$ cat src/rtl/adc78h90_scan.sv
// rtl/adc78h90_scan.sv - round-robin channel sequencer for the ADC78H90 SPI ADC
// Each frame sends the next channel address and returns the conversion of the previous one.
module adc78h90_scan #(
  parameter int CLK_DIV = 8,
  parameter int NCH     = 4,
  parameter int GAP_CYC = 16
) (
  input  logic        IF_clk,
  input  logic        IF_rst,
  input  logic        enable,
  output logic        nADCCS,
  output logic        ADCCLK,
  output logic        ADCMOSI,
  input  logic        ADCMISO,
  output logic [11:0] data,
  output logic [2:0]  data_ch,
  output logic        data_valid,
  output logic        frame_err
);
  typedef enum logic [2:0] {IDLE, SETUP, CLK_LO, CLK_HI, HOLD, GAP} state_t;

  localparam logic [9:0] DIV_LD  = 10'(CLK_DIV - 1);
  localparam logic [9:0] GAP_LD  = 10'(GAP_CYC - 1);
  localparam logic [2:0] LAST_CH = 3'(NCH - 1);

  state_t      state_q, state_d;
  logic [9:0]  cnt_q, cnt_d;
  logic [3:0]  bit_q, bit_d;
  logic [15:0] shift_q;
  logic [2:0]  addr_q, prev_addr_q;
  logic        primed_q;
  logic        cs_n_q, sclk_q, mosi_q;
  logic [11:0] data_q;
  logic [2:0]  data_ch_q;
  logic        valid_q, err_q;
  logic        last_cyc, frame_done, sclk_fall, setup_entry;
  logic [15:0] ctrl_word;

  assign last_cyc    = (cnt_q == '0);
  assign ctrl_word   = {2'b00, addr_q, 11'b0};
  assign frame_done  = (state_q == HOLD) && last_cyc;
  assign sclk_fall   = (state_d == CLK_LO) && (state_q != CLK_LO);
  assign setup_entry = (state_d == SETUP) && (state_q != SETUP);

  always_ff @(posedge IF_clk) begin
    if (IF_rst) begin
      state_q <= IDLE;
      cnt_q   <= '0;
      bit_q   <= '0;
    end else begin
      state_q <= state_d;
      cnt_q   <= cnt_d;
      bit_q   <= bit_d;
    end
  end

  // One down-counter times every state; a state ends when it reaches zero.
  always_comb begin
    state_d = state_q;
    cnt_d   = last_cyc ? cnt_q : cnt_q - 10'd1;
    bit_d   = bit_q;
    unique case (state_q)
      IDLE: if (enable) begin
        state_d = SETUP;
        cnt_d   = DIV_LD;
        bit_d   = '0;
      end
      SETUP: if (last_cyc) begin
        state_d = CLK_LO;
        cnt_d   = DIV_LD;
      end
      CLK_LO: if (last_cyc) begin
        state_d = CLK_HI;
        cnt_d   = DIV_LD;
      end
      CLK_HI: if (last_cyc) begin
        cnt_d = DIV_LD;
        if (bit_q == 4'd15) begin
          state_d = HOLD;
        end else begin
          state_d = CLK_LO;
          bit_d   = bit_q + 4'd1;
        end
      end
      HOLD: if (last_cyc) begin
        state_d = GAP;
        cnt_d   = GAP_LD;
      end
      GAP: if (last_cyc) begin
        if (enable) begin
          state_d = SETUP;
          cnt_d   = DIV_LD;
          bit_d   = '0;
        end else begin
          state_d = IDLE;
        end
      end
      default: state_d = IDLE;
    endcase
  end

  // Pin levels are registered from the next state so they line up with state_q.
  always_ff @(posedge IF_clk) begin
    if (IF_rst) begin
      cs_n_q      <= 1'b1;
      sclk_q      <= 1'b1;
      mosi_q      <= 1'b0;
      shift_q     <= '0;
      addr_q      <= '0;
      prev_addr_q <= '0;
      primed_q    <= 1'b0;
      data_q      <= '0;
      data_ch_q   <= '0;
      valid_q     <= 1'b0;
      err_q       <= 1'b0;
    end else begin
      cs_n_q  <= (state_d == IDLE) || (state_d == GAP);
      sclk_q  <= (state_d != CLK_LO);
      valid_q <= 1'b0;
      err_q   <= 1'b0;
      if (setup_entry) begin
        mosi_q <= ctrl_word[15];
      end else if (sclk_fall) begin
        mosi_q <= ctrl_word[~bit_d];
      end
      if ((state_q == CLK_HI) && last_cyc) begin
        shift_q <= {shift_q[14:0], ADCMISO};
      end
      if (state_q == IDLE) begin
        primed_q <= 1'b0;
      end
      if (frame_done) begin
        addr_q      <= (addr_q == LAST_CH) ? 3'd0 : addr_q + 3'd1;
        prev_addr_q <= addr_q;
        primed_q    <= 1'b1;
        if (primed_q) begin
          data_q    <= shift_q[11:0];
          data_ch_q <= prev_addr_q;
          valid_q   <= 1'b1;
          err_q     <= |shift_q[15:12];
        end
      end
    end
  end

  assign nADCCS     = cs_n_q;
  assign ADCCLK     = sclk_q;
  assign ADCMOSI    = mosi_q;
  assign data       = data_q;
  assign data_ch    = data_ch_q;
  assign data_valid = valid_q;
  assign frame_err  = err_q;
endmodule

$ cat config.mk
export PLATFORM = sky130hd
export DESIGN_NAME = adc78h90_scan
export DESIGN_NICKNAME = d
export VERILOG_FILES = /design/src/rtl/adc78h90_scan.sv
export SDC_FILE = /design/constraint.sdc
export NUM_CORES = 1
export LEC_CHECK = 0
export ABC_AREA = 1
export BUFFER_PORTS_ARGS = -buffer_cell sky130_fd_sc_hd__clkbuf_2
export CELL_PAD_IN_SITES_DETAIL_PLACEMENT = 1
export CELL_PAD_IN_SITES_GLOBAL_PLACEMENT = 2
export CORE_ASPECT_RATIO = 0.7
export CORE_UTILIZATION = 34
export DETAILED_ROUTE_END_ITERATION = 8
export GPL_TIMING_DRIVEN = 0
export HOLD_SLACK_MARGIN = 0.03
export PLACE_DENSITY_LB_ADDON = 0.1
export SETUP_SLACK_MARGIN = 0.5
export SLEW_MARGIN = 20
export SYNTH_ARGS = -nofsm -noshare
export SYNTH_HDL_FRONTEND = slang
export SYNTH_SLANG_ARGS = --single-unit
$ cat constraint.sdc
create_clock -name IF_clk -period 1.9 [get_ports IF_clk]
set_input_delay 0.285 -clock IF_clk [delete_from_list [all_inputs] [get_ports IF_clk]]
set_output_delay 0.285 -clock IF_clk [all_outputs]
set_load 0.02 [all_outputs]
; Word-level counts from Yosys, hierarchy flattened
; Index checks and enable logic that the tools add are counted.
[op_classes]
addsub = 3
order_cmp = 1
eq_ne = 13
mux = 26
bitwise_logic = 3
n_reduce_logical = 15
[op_table]
columns = cell, n
row1 = 10-bit two-way mux, 5
row2 = 10-bit one-hot mux with 4 select lines, 1
row3 = 3-bit two-way mux, 8
row4 = 3-bit one-hot mux with 6 select lines, 1
row5 = 4-bit two-way mux, 4
row6 = "3-bit by 2-bit == test with 1-bit output, second input constant", 4
row7 = 4-bit one-hot mux with 3 select lines, 1
row8 = 10-bit zero test, 1
row9 = "10-bit by 1-bit subtractor with 10-bit output, second input constant", 1
row10 = "3-bit == test, second input constant", 3
row11 = "3-bit by 1-bit == test with 1-bit output, second input constant", 2
row12 = 3-bit zero test, 2
row13 = "3-bit by 2-bit inequality test with 1-bit output, second input constant", 2
row14 = 3-bit OR reduction, 2
row15 = "4-bit by 5-bit less-than comparator with 1-bit output, second input constant", 1
row16 = 1-bit two-way mux, 5
row17 = "4-bit by 1-bit adder with 4-bit output, second input constant", 1
row18 = 1-bit binary-select mux with 4-bit select, 1
row19 = "4-bit == test, second input constant", 1
row20 = 1-bit logical AND, 4
row21 = 4-bit NOT, 1
row22 = 2-bit OR reduction, 2
row23 = 4-bit OR reduction, 1
row24 = "3-bit by 1-bit adder with 3-bit output, second input constant", 1
row25 = other kinds (5), 6
[word_totals]
register_bits = 60
inputBits = 4
output_inout_bits = 20
wordCells = 75

; Logic depth before layout (Yosys ltp)
[logic_depth]
depth_word = 7
depth_mapped = 14
mapped_depth_nobuf = 14

; Worst setup path after synthesis
; Ideal clock, no wire load.
[synth_timing]
kind = register to register
startpoint = register cnt_q[0]
endpoint = register mosi_q, in the netlist ADCMOSI
setup_ns = 0.066
t_arrival_ns = 1.584
required_ns = 1.834
slack_ns = 0.250
stages_incl_launch_ff = 13
n_path_buf = 0
synth_period_minus_slack_ns = 1.650
cell_sequence = dfxtp_1 > inv_1 > ha_1 > nand2_1 > nor2_2 > nand2_4 > nand2_4 > nand2_1 > nor2_2 > nand4_1 > nor2_1 > nand3_1 > a21oi_2
[synth_via]
elab_chain_cells = 6
elab_cells_between_ends = 18
classes_between = 2 x eq/ne / 11 x mux / 1 x bitwise / 4 x reduce/logical
[synth_rtl]
columns = element, line_no
row1 = start: declaration, 27  ; logic [9:0] cnt_q, cnt_d;
row2 = start signal: assignment, 52  ; cnt_q <= cnt_d;
row3 = 10-bit zero test (*), 39  ; assign last_cyc = (cnt_q == '0);
row4 = 4-bit two-way mux (tied with other cells), 89  ; GAP: if (last_cyc) begin
row5 = 4-bit one-hot mux with 3 select lines / 3-bit one-hot mux with 6 select lines (equally long branches), 62  ; unique case (state_q)
row6 = 4-bit NOT / 3-bit by 1-bit == test with 1-bit output (equally long branches), "124, 43"
row7 = 1-bit binary-select mux with 4-bit select / 1-bit logical AND (equally long branches), "124, 43"
row8 = 1-bit two-way mux (not written as such) / 2-bit OR reduction (equally long branches), n/a
row9 = end signal: assignment, 122  ; mosi_q <= ctrl_word[15];
row10 = end signal: assignment, 124  ; mosi_q <= ctrl_word[~bit_d];
row11 = end: declaration, 32  ; logic cs_n_q, sclk_q, mosi_q;
; Every way passes the cells marked *; elsewhere a longest branch is shown, timed or not. The select of a mux whose other input is x is not followed.
; A chain may end at the register's enable or synchronous reset.

; Worst setup path in the final report
[layout_timing]
startpoint = register cnt_q[5]
endpoint = register shift_q[11]
[layout_via]
elab_chain_cells = 2
[layout_rtl]
columns = element, line_no
row1 = 10-bit zero test, 39
row2 = 1-bit logical AND, 126  ; if ((state_q == CLK_HI) && last_cyc) begin
row3 = end signal: assignment, 127  ; shift_q <= {shift_q[14:0], ADCMISO};
row4 = end: declaration, 29  ; logic [15:0] shift_q;
; No other way between the ends.

==> results.rst <==
.. list-table::
   :header-rows: 1

   * - Metric
     - Value
   * - Later-pin clock latency in the skew report
     - 320 ps
   * - Final std cells w/o fill
     - 559
   * - Relative slew slack
     - 0.450
   * - Core Util, Final
     - 0.558
   * - Commonest register cell after synthesis
     - sky130_fd_sc_hd__dfxtp_1
   * - Placed Area
     - 3110 sq um
   * - Die boundary width
     - 111 um
   * - Final min period
     - 1770 ps
   * - Outcome
     - finished, violations left
   * - Worst slack at placement
     - 53.8 ps
   * - Area of the die
     - 8690 sq um
   * - Ant diodes
     - 0
   * - Nets in the synthesized netlist
     - 393
   * - Maximum number of pins on one net before global-route repair
     - 11
   * - CP endpoint kind
     - flip-flop
   * - Clock transition time at the flip-flop clock pins of the worst setup and hold paths
     - 50 ps
   * - Final-layout setup total negative slack
     - 0 ps
   * - Bufs on Longest Clock Path
     - 2
   * - Initial drt markers
     - 114
   * - Worst-path fanout max
     - 5
   * - Final Worst Setup Slack
     - 129 ps
   * - Transition at the pin with the smallest max-transition slack
     - 826 ps
   * - Failing checks
     - DRC
   * - Number of synthesized register bits
     - 60
   * - Pwr/cell area
     - 1550 nW/um^2
   * - CTS Hold Bufs
     - 0
   * - Floorplan Core Area
     - 7970 sq um
   * - Layout filler cell count
     - 936
   * - Number of antenna violations at the first check in global routing
     - 0
   * - Floorplan row count
     - 27
   * - Port Buffer Count
     - 22
   * - Finished Cell Area
     - 4450 sq um
   * - Max Cap Viol
     - 0
   * - Pins Over Slew Limit
     - 0
   * - Final HPWL DP
     - 5.79 mm
   * - Area Overhead vs Synth
     - 57.3%
   * - Sort of element at the start of the critical path
     - flip-flop
   * - Number of global-route vias before repair
     - 2849
   * - Final setup violation count
     - 0
   * - Post-route ant nets
     - 0
   * - Cell at the root of the clock tree
     - sky130_fd_sc_hd__clkbuf_16
   * - Number of CTS-inserted buffers
     - 9
   * - Setup repair after global routing missed its margin
     - true
   * - Placed cell count
     - 508
   * - Sequential fraction of the synthesis area
     - 0.425
   * - Global routing usage summed across all routing layers
     - 0.220
   * - Area of the mapped netlist
     - 2830 sq um
   * - Number of flops mapped to enable cells by yosys
     - 0
   * - H-tree depth
     - 3
   * - Final weighted congestion in routability-driven placement
     - 0.782
   * - WP data required
     - 2110 ps
   * - First-pass DRT Iterations
     - 6
   * - Upper clock frequency limit
     - 565 MHz
   * - Worst clock skew
     - 5.75 ps
   * - Gate count after technology mapping
     - 385
   * - Effective utilization at floorplan
     - 0.355
   * - Portion of the clock cycle consumed by the worst path in the final layout
     - 0.932
   * - Average wire per standard cell
     - 17.0 um
   * - Kind of path behind the tightest hold check
     - primary input to flip-flop
   * - Final-report hold violation count
     - 0
   * - Remaining global-route overflow
     - 0
   * - Static Leakage
     - 1.88 nW
   * - Final-stage net count
     - 461
   * - Flop2flop setup slack
     - 130 ps
   * - Worst vdd ir
     - 0.622 mV
   * - Arrival time at the worst endpoint
     - 1980 ps
   * - Avg Cell Area, Syn
     - 7.34 sq um
   * - Distinct cell type count of the synthesized netlist
     - 35
   * - Wire length of the first global-routing pass
     - 14.8 mm
   * - Critical path type
     - flip-flop to flip-flop
   * - Final wirelength
     - 9.50 mm
   * - Share of synthesized registers carrying an async set or reset
     - 0
   * - Via total after detailed routing
     - 2810
   * - IO Pins
     - 24
   * - Die Span Y
     - 78.3 um
   * - Number of sinks handled by clock tree synthesis
     - 60
   * - Share of final-layout standard cells stronger than drive strength 1
     - 0.485
   * - Post-route DRC violation count
     - 4
   * - Synthesis Warnings
     - 0
   * - Average via count per standard cell
     - 5.03
   * - TritonCTS clock tree
     - done
per-stage QoR:
| step | hold WS (ps) | total power, mW |
|---|---|---|
| 6_report | 224 | 6.92 |
| 5_1_grt | 238 | 7.32 |
| 4_1_cts | 215 | 6.53 |
| 3_5_place_dp | 446 | 3.67 |
| 3_3_place_gp | 445 | 3.63 |
| 2_1_floorplan | 420 | 3.19 |
final cells by class:
type / count / area, sq um / area share
clock inverter: 4 / 95.1 / 0.0214
buffer: 12 / 131 / 0.0295
clock buffer: 12 / 256 / 0.0577
inverter: 58 / 245 / 0.0551
timing repair buffer: 57 / 509 / 0.114
tap: 101 / 126 / 0.0284
sequential: 60 / 1220 / 0.275
multi-input combinational: 255 / 1860 / 0.418
registers in the layout (all words and copies together) (netlist names):
signal / count
cnt_q: 10
bit_q: 4
data: 12
data_valid: 1
shift_q: 16
prev_addr_q: 3
addr_q: 3
nADCCS: 1
ADCCLK: 1
frame_err: 1
data_ch: 3
ADCMOSI: 1
state_q: 3
primed_q: 1
final timing paths:
kind             from           to  cells past startpoint
max          cnt_q[5]  shift_q[11]                     11
min           ADCMISO   shift_q[0]                      3
max reg2reg  cnt_q[5]  shift_q[11]                     11
min reg2reg   data[6]      data[6]                      2
cells by family after synthesis:
family / share of synthesized area
AND/OR/NAND/NOR: 0.299
flip-flops: 0.425
buffers and inverters: 0.0969
AO/OA/AOI/OAI: 0.146
XOR/XNOR: 0.0155
adder cells (fa/ha/maj): 0.0177
power breakdown:
group / internal, mW / leakage [nW] / total [mW] / switching [mW]
Combinational: 1.48 / 1.22 / 3.41 / 1.93
Sequential: 1.42 / 0.491 / 1.59 / 0.162
Clock: 1.35 / 0.173 / 1.92 / 0.569
Total: 4.26 / 1.88 / 6.92 / 2.66
critical path, cell delays in order, from the launching register on:
cell and delay [ps]:
sky130_fd_sc_hd__dfxtp_4 350, sky130_fd_sc_hd__nor2_4 170, sky130_fd_sc_hd__buf_6 120, sky130_fd_sc_hd__inv_2 30
sky130_fd_sc_hd__nor2_4 140, sky130_fd_sc_hd__nand2_4 120, sky130_fd_sc_hd__buf_12 150, sky130_fd_sc_hd__nor2_4 170
sky130_fd_sc_hd__inv_4 90, sky130_fd_sc_hd__clkbuf_16 170, sky130_fd_sc_hd__nor2_1 80, sky130_fd_sc_hd__nor2_1 50
layer usage:
layer | wire (um) | global-route usage | vias to the layer above | part of all wire
met5 | 0 | 0 | - | 0
met4 | 121 | 0.0849 | 0 | 0.013
met3 | 293 | 0.0448 | 11 | 0.031
met2 | 4310 | 0.345 | 48 | 0.45
met1 | 4780 | 0.298 | 1364 | 0.50
li1 | - | - | 1387 | -
cells in the mapped netlist, types with 7 or more instances:
| cell type | instances | share of area |
|---|---|---|
| sky130_fd_sc_hd__a211oi_1 | 16 | 0.042 |
| sky130_fd_sc_hd__a21oi_1 | 17 | 0.030 |
| sky130_fd_sc_hd__clkbuf_1 | 7 | 0.0093 |
| sky130_fd_sc_hd__dfxtp_1 | 60 | 0.42 |
| sky130_fd_sc_hd__inv_1 | 56 | 0.074 |
| sky130_fd_sc_hd__nand2_1 | 60 | 0.080 |
| sky130_fd_sc_hd__nand3_1 | 22 | 0.039 |
| sky130_fd_sc_hd__nor2_1 | 62 | 0.082 |
| sky130_fd_sc_hd__o21ai_0 | 26 | 0.046 |
timing repair:
item | CTS | global route
endpoints found under the setup margin | 57 | 60
buffers inserted | 24 | 7
cloned | 2 | 2
gates resized for setup | 97 | 87
pin swaps | 18 | 13
layout by cell type (no fill, tap or decap), types with 4 or more instances in the layout:
master                       n
sky130_fd_sc_hd__dfxtp_1    48
sky130_fd_sc_hd__inv_1      42
sky130_fd_sc_hd__nand2_1    39
sky130_fd_sc_hd__nor2_1     30
sky130_fd_sc_hd__nor2_4     25
sky130_fd_sc_hd__clkbuf_2   22
sky130_fd_sc_hd__nand2_2    20
sky130_fd_sc_hd__o21ai_0    20
sky130_fd_sc_hd__buf_4      20
sky130_fd_sc_hd__nor2_2     15
sky130_fd_sc_hd__clkbuf_16  13
sky130_fd_sc_hd__a211oi_2   13
sky130_fd_sc_hd__nand3_1    12
sky130_fd_sc_hd__a21oi_1    11
sky130_fd_sc_hd__nand3_2    10
sky130_fd_sc_hd__inv_2       9
sky130_fd_sc_hd__dfxtp_2     9
sky130_fd_sc_hd__buf_6       7
sky130_fd_sc_hd__inv_4       6
sky130_fd_sc_hd__clkbuf_1    6
sky130_fd_sc_hd__a21oi_2     6
sky130_fd_sc_hd__buf_12      6
sky130_fd_sc_hd__nand3_4     5
sky130_fd_sc_hd__o21ai_1     5
sky130_fd_sc_hd__o211ai_1    4
Power figures use the tool's default switching activity.
